File: config.mk
export PLATFORM = sky130hd
export DESIGN_NAME = alien_bomb_scheduler
export DESIGN_NICKNAME = d
export VERILOG_FILES = /design/src/rtl/chipinvaders_pkg.sv /design/src/rtl/lfsr8.sv /design/src/rtl/alien_bomb_scheduler.sv
export SDC_FILE = /design/constraint.sdc
export NUM_CORES = 1
export LEC_CHECK = 0
export BUFFER_PORTS_ARGS = -buffer_cell sky130_fd_sc_hd__buf_4
export CAP_MARGIN = 20
export CELL_PAD_IN_SITES_DETAIL_PLACEMENT = 1
export CELL_PAD_IN_SITES_GLOBAL_PLACEMENT = 1
export CORE_MARGIN = 1.5
export CORE_UTILIZATION = 40
export DETAILED_ROUTE_END_ITERATION = 6
export GPL_TIMING_DRIVEN = 0
export PLACE_DENSITY = 0.82
export SKIP_CTS_REPAIR_TIMING = 1
export SYNTH_ARGS = -nofsm -noshare
export SYNTH_HDL_FRONTEND = slang
export SYNTH_HIERARCHICAL = 1
export SYNTH_SLANG_ARGS = --single-unit
File: constraint.sdc
create_clock -name clk -period 2.94 [get_ports clk]
set_input_delay 0.588 -clock clk [delete_from_list [all_inputs] [get_ports clk]]
set_output_delay 0.588 -clock clk [all_outputs]
set_load 0.02 [all_outputs]
File: src/rtl/chipinvaders_pkg.sv
// ----------------------------------------------------------------------------
// chipinvaders_pkg : shared types and constants for the invaders game blocks
// Revision: 1.0
// ----------------------------------------------------------------------------
`default_nettype none

package chipinvaders_pkg;

  typedef enum logic [1:0] {
    IDLE  = 2'd0,
    SCAN  = 2'd1,
    ROW   = 2'd2,
    OFFER = 2'd3
  } sched_state_t;

  localparam int LFSR_WIDTH = 8;
  // Right-shifting Galois mask for x^8+x^6+x^5+x^4+1
  localparam logic [LFSR_WIDTH-1:0] LFSR_POLY = 8'hB8;

endpackage

`default_nettype wire

File: src/rtl/lfsr8.sv
// ----------------------------------------------------------------------------
// lfsr8 : free-running 8-bit Galois LFSR, reloads SEED on reset
// Revision: 1.0
// ----------------------------------------------------------------------------
`default_nettype none

module lfsr8
  import chipinvaders_pkg::*;
#(
  parameter logic [LFSR_WIDTH-1:0] SEED = 8'hA5
) (
  input  logic                  clk,
  input  logic                  reset,
  output logic [LFSR_WIDTH-1:0] q
);

  logic [LFSR_WIDTH-1:0] lfsr_q;
  logic [LFSR_WIDTH-1:0] lfsr_d;

  always_comb begin
    lfsr_d = {1'b0, lfsr_q[LFSR_WIDTH-1:1]} ^ (lfsr_q[0] ? LFSR_POLY : '0);
  end

  always_ff @(posedge clk or posedge reset) begin
    if (reset) lfsr_q <= SEED;
    else       lfsr_q <= lfsr_d;
  end

  assign q = lfsr_q;

endmodule

`default_nettype wire

File: src/rtl/alien_bomb_scheduler.sv
// ----------------------------------------------------------------------------
// alien_bomb_scheduler : picks a firing column/row and a free bomb unit once
// every FIRE_INTERVAL frames and offers the launch over valid/ready.
// Revision: 1.0
// ----------------------------------------------------------------------------
`default_nettype none

module alien_bomb_scheduler
  import chipinvaders_pkg::*;
#(
  parameter int              NUM_ROWS      = 5,
  parameter int              NUM_COLUMNS   = 8,
  parameter int              NUM_BOMBS     = 3,
  parameter int              FIRE_INTERVAL = 32,
  parameter logic [7:0]      LFSR_SEED     = 8'hA5
) (
  input  logic                             clk,
  input  logic                             reset,
  input  logic                             frame_tick,
  input  logic                             enable,
  input  logic [NUM_ROWS*NUM_COLUMNS-1:0]  alive_matrix,
  input  logic [NUM_BOMBS-1:0]             bomb_busy,
  output logic                             launch_valid,
  input  logic                             launch_ready,
  output logic [$clog2(NUM_BOMBS)-1:0]     launch_slot,
  output logic [$clog2(NUM_COLUMNS)-1:0]   launch_col,
  output logic [$clog2(NUM_ROWS)-1:0]      launch_row,
  output logic                             no_targets,
  output logic [7:0]                       shots_fired
);

  localparam int SLOT_W = $clog2(NUM_BOMBS);
  localparam int COL_W  = $clog2(NUM_COLUMNS);
  localparam int ROW_W  = $clog2(NUM_ROWS);
  localparam int CNT_W  = $clog2(FIRE_INTERVAL);

  sched_state_t          state_q, state_d;
  logic [CNT_W-1:0]      frame_cnt_q, frame_cnt_d;
  logic                  fire_due_q, fire_due_d;
  logic [COL_W-1:0]      col_ptr_q, col_ptr_d;
  logic [COL_W-1:0]      scan_cnt_q, scan_cnt_d;
  logic [SLOT_W-1:0]     slot_q, slot_d;
  logic [COL_W-1:0]      col_q, col_d;
  logic [ROW_W-1:0]      row_q, row_d;
  logic                  valid_q, valid_d;
  logic                  no_targets_q, no_targets_d;
  logic [7:0]            shots_q, shots_d;

  logic [LFSR_WIDTH-1:0] lfsr_val;
  logic                  unused_lfsr_bits;
  logic [NUM_ROWS-1:0]   col_bits [NUM_COLUMNS];
  logic [SLOT_W-1:0]     free_slot;
  logic [ROW_W-1:0]      low_row;
  logic                  due_pulse;
  logic                  fire_clr;

  lfsr8 #(.SEED(LFSR_SEED)) u_lfsr (
    .clk   (clk),
    .reset (reset),
    .q     (lfsr_val)
  );

  assign unused_lfsr_bits = ^lfsr_val[LFSR_WIDTH-1:COL_W];

  // Column-major view of the formation: col_bits[c][r] is alien (r,c)
  for (genvar c = 0; c < NUM_COLUMNS; c++) begin : g_col
    for (genvar r = 0; r < NUM_ROWS; r++) begin : g_row
      assign col_bits[c][r] = alive_matrix[r*NUM_COLUMNS + c];
    end
  end

  always_comb begin
    free_slot = '0;
    for (int i = NUM_BOMBS-1; i >= 0; i--) begin
      if (!bomb_busy[i]) free_slot = SLOT_W'(i);
    end
  end

  // Highest live row index is the alien closest to the cannon
  always_comb begin
    low_row = '0;
    for (int r = 0; r < NUM_ROWS; r++) begin
      if (col_bits[col_q][r]) low_row = ROW_W'(r);
    end
  end

  assign due_pulse = enable && frame_tick && (frame_cnt_q == CNT_W'(FIRE_INTERVAL-1));

  always_comb begin
    state_d      = state_q;
    frame_cnt_d  = frame_cnt_q;
    col_ptr_d    = col_ptr_q;
    scan_cnt_d   = scan_cnt_q;
    slot_d       = slot_q;
    col_d        = col_q;
    row_d        = row_q;
    valid_d      = valid_q;
    shots_d      = shots_q;
    fire_clr     = 1'b0;
    no_targets_d = (alive_matrix == '0);

    if (!enable)         frame_cnt_d = '0;
    else if (frame_tick) frame_cnt_d = due_pulse ? '0 : frame_cnt_q + CNT_W'(1);

    case (state_q)
      IDLE: begin
        if (fire_due_q && enable && |(~bomb_busy)) begin
          slot_d     = free_slot;
          col_ptr_d  = lfsr_val[COL_W-1:0];
          scan_cnt_d = '0;
          state_d    = SCAN;
        end
      end
      SCAN: begin
        if (!enable) begin
          fire_clr = 1'b1;
          state_d  = IDLE;
        end else if (|col_bits[col_ptr_q]) begin
          col_d   = col_ptr_q;
          state_d = ROW;
        end else if (scan_cnt_q == COL_W'(NUM_COLUMNS-1)) begin
          fire_clr = 1'b1;
          state_d  = IDLE;
        end else begin
          col_ptr_d  = col_ptr_q + COL_W'(1);
          scan_cnt_d = scan_cnt_q + COL_W'(1);
        end
      end
      ROW: begin
        if (!enable) begin
          fire_clr = 1'b1;
          state_d  = IDLE;
        end else if (|col_bits[col_q]) begin
          row_d   = low_row;
          valid_d = 1'b1;
          state_d = OFFER;
        end else begin
          // Column was emptied by a kill after SCAN chose it
          col_ptr_d = col_ptr_q + COL_W'(1);
          state_d   = SCAN;
        end
      end
      OFFER: begin
        if (valid_q && launch_ready) begin
          valid_d  = 1'b0;
          shots_d  = shots_q + 8'd1;
          fire_clr = 1'b1;
          state_d  = IDLE;
        end else if (!enable) begin
          valid_d  = 1'b0;
          fire_clr = 1'b1;
          state_d  = IDLE;
        end
      end
      default: state_d = IDLE;
    endcase

    // A due landing on the consuming cycle is dropped along with the old one
    if (!enable || fire_clr) fire_due_d = 1'b0;
    else if (due_pulse)      fire_due_d = 1'b1;
    else                     fire_due_d = fire_due_q;
  end

  always_ff @(posedge clk or posedge reset) begin
    if (reset) begin
      state_q      <= IDLE;
      frame_cnt_q  <= '0;
      fire_due_q   <= 1'b0;
      col_ptr_q    <= '0;
      scan_cnt_q   <= '0;
      slot_q       <= '0;
      col_q        <= '0;
      row_q        <= '0;
      valid_q      <= 1'b0;
      no_targets_q <= 1'b0;
      shots_q      <= '0;
    end else begin
      state_q      <= state_d;
      frame_cnt_q  <= frame_cnt_d;
      fire_due_q   <= fire_due_d;
      col_ptr_q    <= col_ptr_d;
      scan_cnt_q   <= scan_cnt_d;
      slot_q       <= slot_d;
      col_q        <= col_d;
      row_q        <= row_d;
      valid_q      <= valid_d;
      no_targets_q <= no_targets_d;
      shots_q      <= shots_d;
    end
  end

  assign launch_valid = valid_q;
  assign launch_slot  = slot_q;
  assign launch_col   = col_q;
  assign launch_row   = row_q;
  assign no_targets   = no_targets_q;
  assign shots_fired  = shots_q;

  a_slot_stays_free: assert property (@(posedge clk) disable iff (reset)
    (state_q == OFFER) |-> !$rose(bomb_busy[slot_q]));

endmodule

`default_nettype wire

Yosys cells after proc, flatten, opt, wreduce, memory -nomap -nowiden:

Index checks and enable logic that the tools add are counted.

* add/subtract/negate cells: 4
* $lt $le $gt $ge: 2
* equality and inequality tests: 15
* mux-type cells: 51
* bitwise logic cells: 4
* reduce and logical (&&, ||, !) cells: 24

Operators with widths (count)
* 40-bit logical NOT: 1
* 3-bit 2-to-1 mux: 13
* 5-bit 2-to-1 mux: 7
* 5-bit binary-select mux with 3-bit select: 2
* 2-bit 2-to-1 mux: 11
* 2-bit != test, second input constant: 8
* 1-bit 2-to-1 mux: 12
* 5-bit OR reduction: 2
* 3-bit one-hot mux with 3 select lines: 1
* 3-bit AND reduction: 3
* 8-bit by 1-bit adder with 8-bit output, second input constant: 1
* 4-bit >= comparator, second input constant: 2
* 8-bit 2-to-1 mux: 1
* 3-bit inverter with 4-bit output: 2
* 2-bit one-hot mux with 4 select lines: 1
* 7-bit by 8-bit bitwise XOR with 8-bit output: 1
* 7-bit AND reduction: 1
* 3-bit by 1-bit adder with 3-bit output, second input constant: 2
* 3-bit one-hot mux with 2 select lines: 1
* 2-bit nonzero test: 3
* 5-bit by 1-bit adder with 5-bit output, second input constant: 1
* 5-bit equality test, second input constant: 1
* 1-bit logical AND: 5
* 5-bit AND reduction: 1
* 15 further kinds: 17

* bits in registers: 40
* input port bits: 48
* output and inout port bits: 18

Depth between registers and ports, before layout:

* word-level depth: 10
* depth in mapped cells: 8

Hierarchy:

The synthesis kept the hierarchy.

By module, submodules not included
* alien_bomb_scheduler: instances 1, cells an instance 215, area each 2207.1 um^2, seq. area each 800.8 um^2
* lfsr8: instances 1, cells an instance 17, area each 272.8 um^2, seq. area each 205.2 um^2

Worst setup path after synthesis:

No wires, ideal clock.

* path kind: flip-flop to flip-flop
* from: register col_q[0], in the netlist launch_col[0]
* to: register col_ptr_q[1]
* library setup time: 128 ps
* arrival: 2414 ps
* path slack: 399 ps
* stages on the path, launching flop included: 7
* buffers on the path: 1
* period minus slack after synthesis: 2541 ps
* cell sequence: dfrtp_1 buf_6 mux4_1 mux2_2 o31a_1 nor3_2 mux2_1

* cells in the longest elaborated chain, start to end: 7

RTL lines
* start, declared: RTL line alien_bomb_scheduler.sv:43 `logic [COL_W-1:0] col_q, col_d;`
* start signal, assigned: RTL line alien_bomb_scheduler.sv:184 `col_q <= col_d;`
* 3-bit inverter with 4-bit output (not written as such): RTL line alien_bomb_scheduler.sv:133 `end else if (|col_bits[col_q]) begin`
* 5-bit binary-select mux with 3-bit select: RTL line alien_bomb_scheduler.sv:133
* 5-bit 2-to-1 mux (not written as such) (2 in series): RTL line alien_bomb_scheduler.sv:133
* 5-bit OR reduction: RTL line alien_bomb_scheduler.sv:133
* 2-bit != test (no line)
* 7-bit AND reduction (no line)
* end signal, assigned: RTL line alien_bomb_scheduler.sv:181 `col_ptr_q <= col_ptr_d;`
* end, declared: RTL line alien_bomb_scheduler.sv:40 `logic [COL_W-1:0] col_ptr_q, col_ptr_d;`

No other way between the ends. The select of a mux whose other input is x is not followed.
A chain may end at the register's enable or synchronous reset.

Final worst setup path:

* from: register col_q[1], in the netlist launch_col[1]
* to: register col_ptr_q[2]

Same word-level chain as after synthesis.

==> summary.md <==
| Metric | Value |
|---|---|
| Crit end category | `register` |
| Boundary Pins | `66` |
| Final #Nets | `360` |
| Worst EP required | `between 3 and 4 ns` |
| Drt drc | `0` |
| Final hold violations | `0` |
| Core Region | `5920 µm²` |
| Routability congestion estimate | `0.842` |
| Post-Syn Area | `around 2500 µm²` |
| 1st-iter DRT viols | `around 80` |
| Hold/Removal Path Class | `input port to asynchronous set/reset pin` |
| Die area | `approximately 6600 µm²` |
| Reg2reg path depth | `7` |
| Largest net degree at the start of global routing | `24` |
| Syn. warnings | `6` |
| Final antenna diode count | `0` |
| Pins Over Slew Limit | `0` |
| FF+latch area | `between 1000 and 1500 µm²` |
| Sw frac | `approximately 37%` |
| Clock tree buffer depth | `2` |
| Clock power frac | `a little over a fifth` |
| CP Data Arrival Time | `between 2 and 3 ns` |
| CTS clk-pin slew, worst paths | `about 0.080 ns` |
| Die height | `around 80 µm` |
| Initial core utilization | `41.6%` |
| Sw Pwr | `~850 µW` |
| Post-detail-place hpwl | `~5.2 mm` |
| Drt first pass iters | `4` |
| Syn Nets | `289` |
| Logic gate share of total power | `45.2%` |
| Leak Pwr | `around 0.0015 µW` |
| Max-Cap Viols | `0` |
| Syn_area_per_cell | `about 11 µm²` |
| Critical Path Start Type | `register` |
| CTS H-Tree Depth | `2` |
| DIE WIDTH | `approximately 82 µm` |
| Period Utilization, post-route | `approximately 93%` |
| TritonCTS buffer count | `5` |
| CTS tree | `done` |
| Worst rel slew slack | `63.2%` |
| Post-layout util | `between 50% and 60%` |
| Crit Path Category | `register to register` |
| Final ANT Viol Nets | `0` |
| Synth Instances | `between 200 and 250` |
| # fillers | `between 600 and 700` |
| Area Growth Syn to Fin | `29.6%` |
| Crit-path max FO | `9` |
| Dpl cells | `between 300 and 400` |
| Total GRT Usage | `20.9%` |
| Sink Count | `40` |
| I/O Buffers | `64` |
| First-pass GRT wire length | `~10 mm` |
| Via count | `2066` |
| WHS | `between 0.2 and 0.25 ns` |
| Row count | `28` |
| Max Fclk | `0.364 GHz` |
| Reg power frac | `between 30% and 40%` |
| Final setup viols | `0` |
| Multi-input combinational cell area | `approximately 1400 µm²` |
| Tmin final | `2.75 ns` |
| Vias in the first global route | `2211` |
| Peak supply drop | `319 µV` |
| Antenna violations before repair | `0` |
| PD cells | `around 710 nW/µm²` |
| Drt total wl | `6.57 mm` |
| Int Power | `1420 µW` |
| Share of layout cells above drive strength 1 | `between 30% and 40%` |
| Fin Clk Skew | `0.00701 ns` |
| RSZ-0062 raised after global routing | `no` |
| Status | `complete, no violations` |
| Worst skew pair latency | `roughly 0.3 ns` |
| Layout Cells excl Fill | `about 380` |
| GR Overflow Total | `0` |
| Vias per cell | `~5.5` |
| Least-Margin Pin Slew | `around 0.55 ns` |
| Wire length per cell | `around 17 µm` |
| CTS root buffer | `clkbuf_8` |
==> flip-flops by register name, summed over array words and instances (netlist names) <==
signal and flops:
launch_row 3, scan_cnt_q 3, col_ptr_q 3, state_q 2
launch_col 3, fire_due_q 1, launch_valid 1, shots_fired 8
no_targets 1, launch_slot 2, u_lfsr/q 8, frame_cnt_q 5
==> worst paths after layout <==
path,start,endpoint,slack [ns]
worst max-delay path,launch_col[1]$_DFFE_PP0P_,col_ptr_q[2]$_DFFE_PP0P_,0.19
worst min register to register,u_lfsr/q[3]$_DFF_PP0_,u_lfsr/q[2]$_DFF_PP1_,0.36
max in group asynchronous,reset,frame_cnt_q[1]$_DFFE_PP0P_,2.14
worst max register to register,launch_col[1]$_DFFE_PP0P_,col_ptr_q[2]$_DFFE_PP0P_,0.19
worst min-delay path,reset,u_lfsr/q[3]$_DFF_PP0_,0.22
min in group clk,u_lfsr/q[3]$_DFF_PP0_,u_lfsr/q[2]$_DFF_PP1_,0.36
==> final cells by class <==
type,count,share of cell area [%]
plain buffers,10,1.76
clock buffers,6,2.58
clock inverters,2,1.21
inverters,13,1.53
multi-input cells,166,42.6
flip-flops and latches,40,31.5
well taps,75,2.94
repair buffers,65,15.9
==> power by group through the flow <==
stage	Clock, µW	Combinational, µW	Sequential, µW
after floorplan	0	659	791
after global placement	0	985	744
after detailed placement	0	1030	752
after CTS	489	1050	743
after global routing	519	1130	781
final	483	1030	762
==> through the flow <==
| stage | TNS [ns] | cell area, µm² | power, µW | worst slack [ns] |
|---|---|---|---|---|
| finish | 0 | 3200 | 2270 | 0.193 |
| global route | 0 | 3200 | 2430 | 0.0452 |
| CTS | 0 | 3190 | 2280 | 0.0791 |
| detailed placement | -0.309 | 3070 | 1780 | -0.105 |
| global placement | -0.0190 | 3040 | 1730 | -0.00800 |
| floorplan | 0 | 2460 | 1450 | 0.399 |
==> critical path, stage by stage, from the launching register on <==
cell	delay, ns
dfrtp_1	0.36
clkbuf_1	0.44
mux4_1	0.42
nor3_1	0.19
a21oi_1	0.09
o31a_1	0.43
nor3_2	0.34
mux2_1	0.36
==> per-layer routing <==
metal  GRT usage (%)  wire length [µm]
met1            24.5              2810
met3            4.11               203
met2            39.4              3500
met4            3.79                61
met5               0                 0
==> placed cells by master, fill, tap and decap left out, types with 8 or more instances in the layout <==
master and n:
a21oi_1 11, buf_4 67, dfrtp_1 36, ha_1 11
inv_1 13, mux2_2 8, nand2_1 13, nand3_1 9
nor2_1 14, nor2b_1 10
No activity file was read; power rests on OpenSTA's default activity.
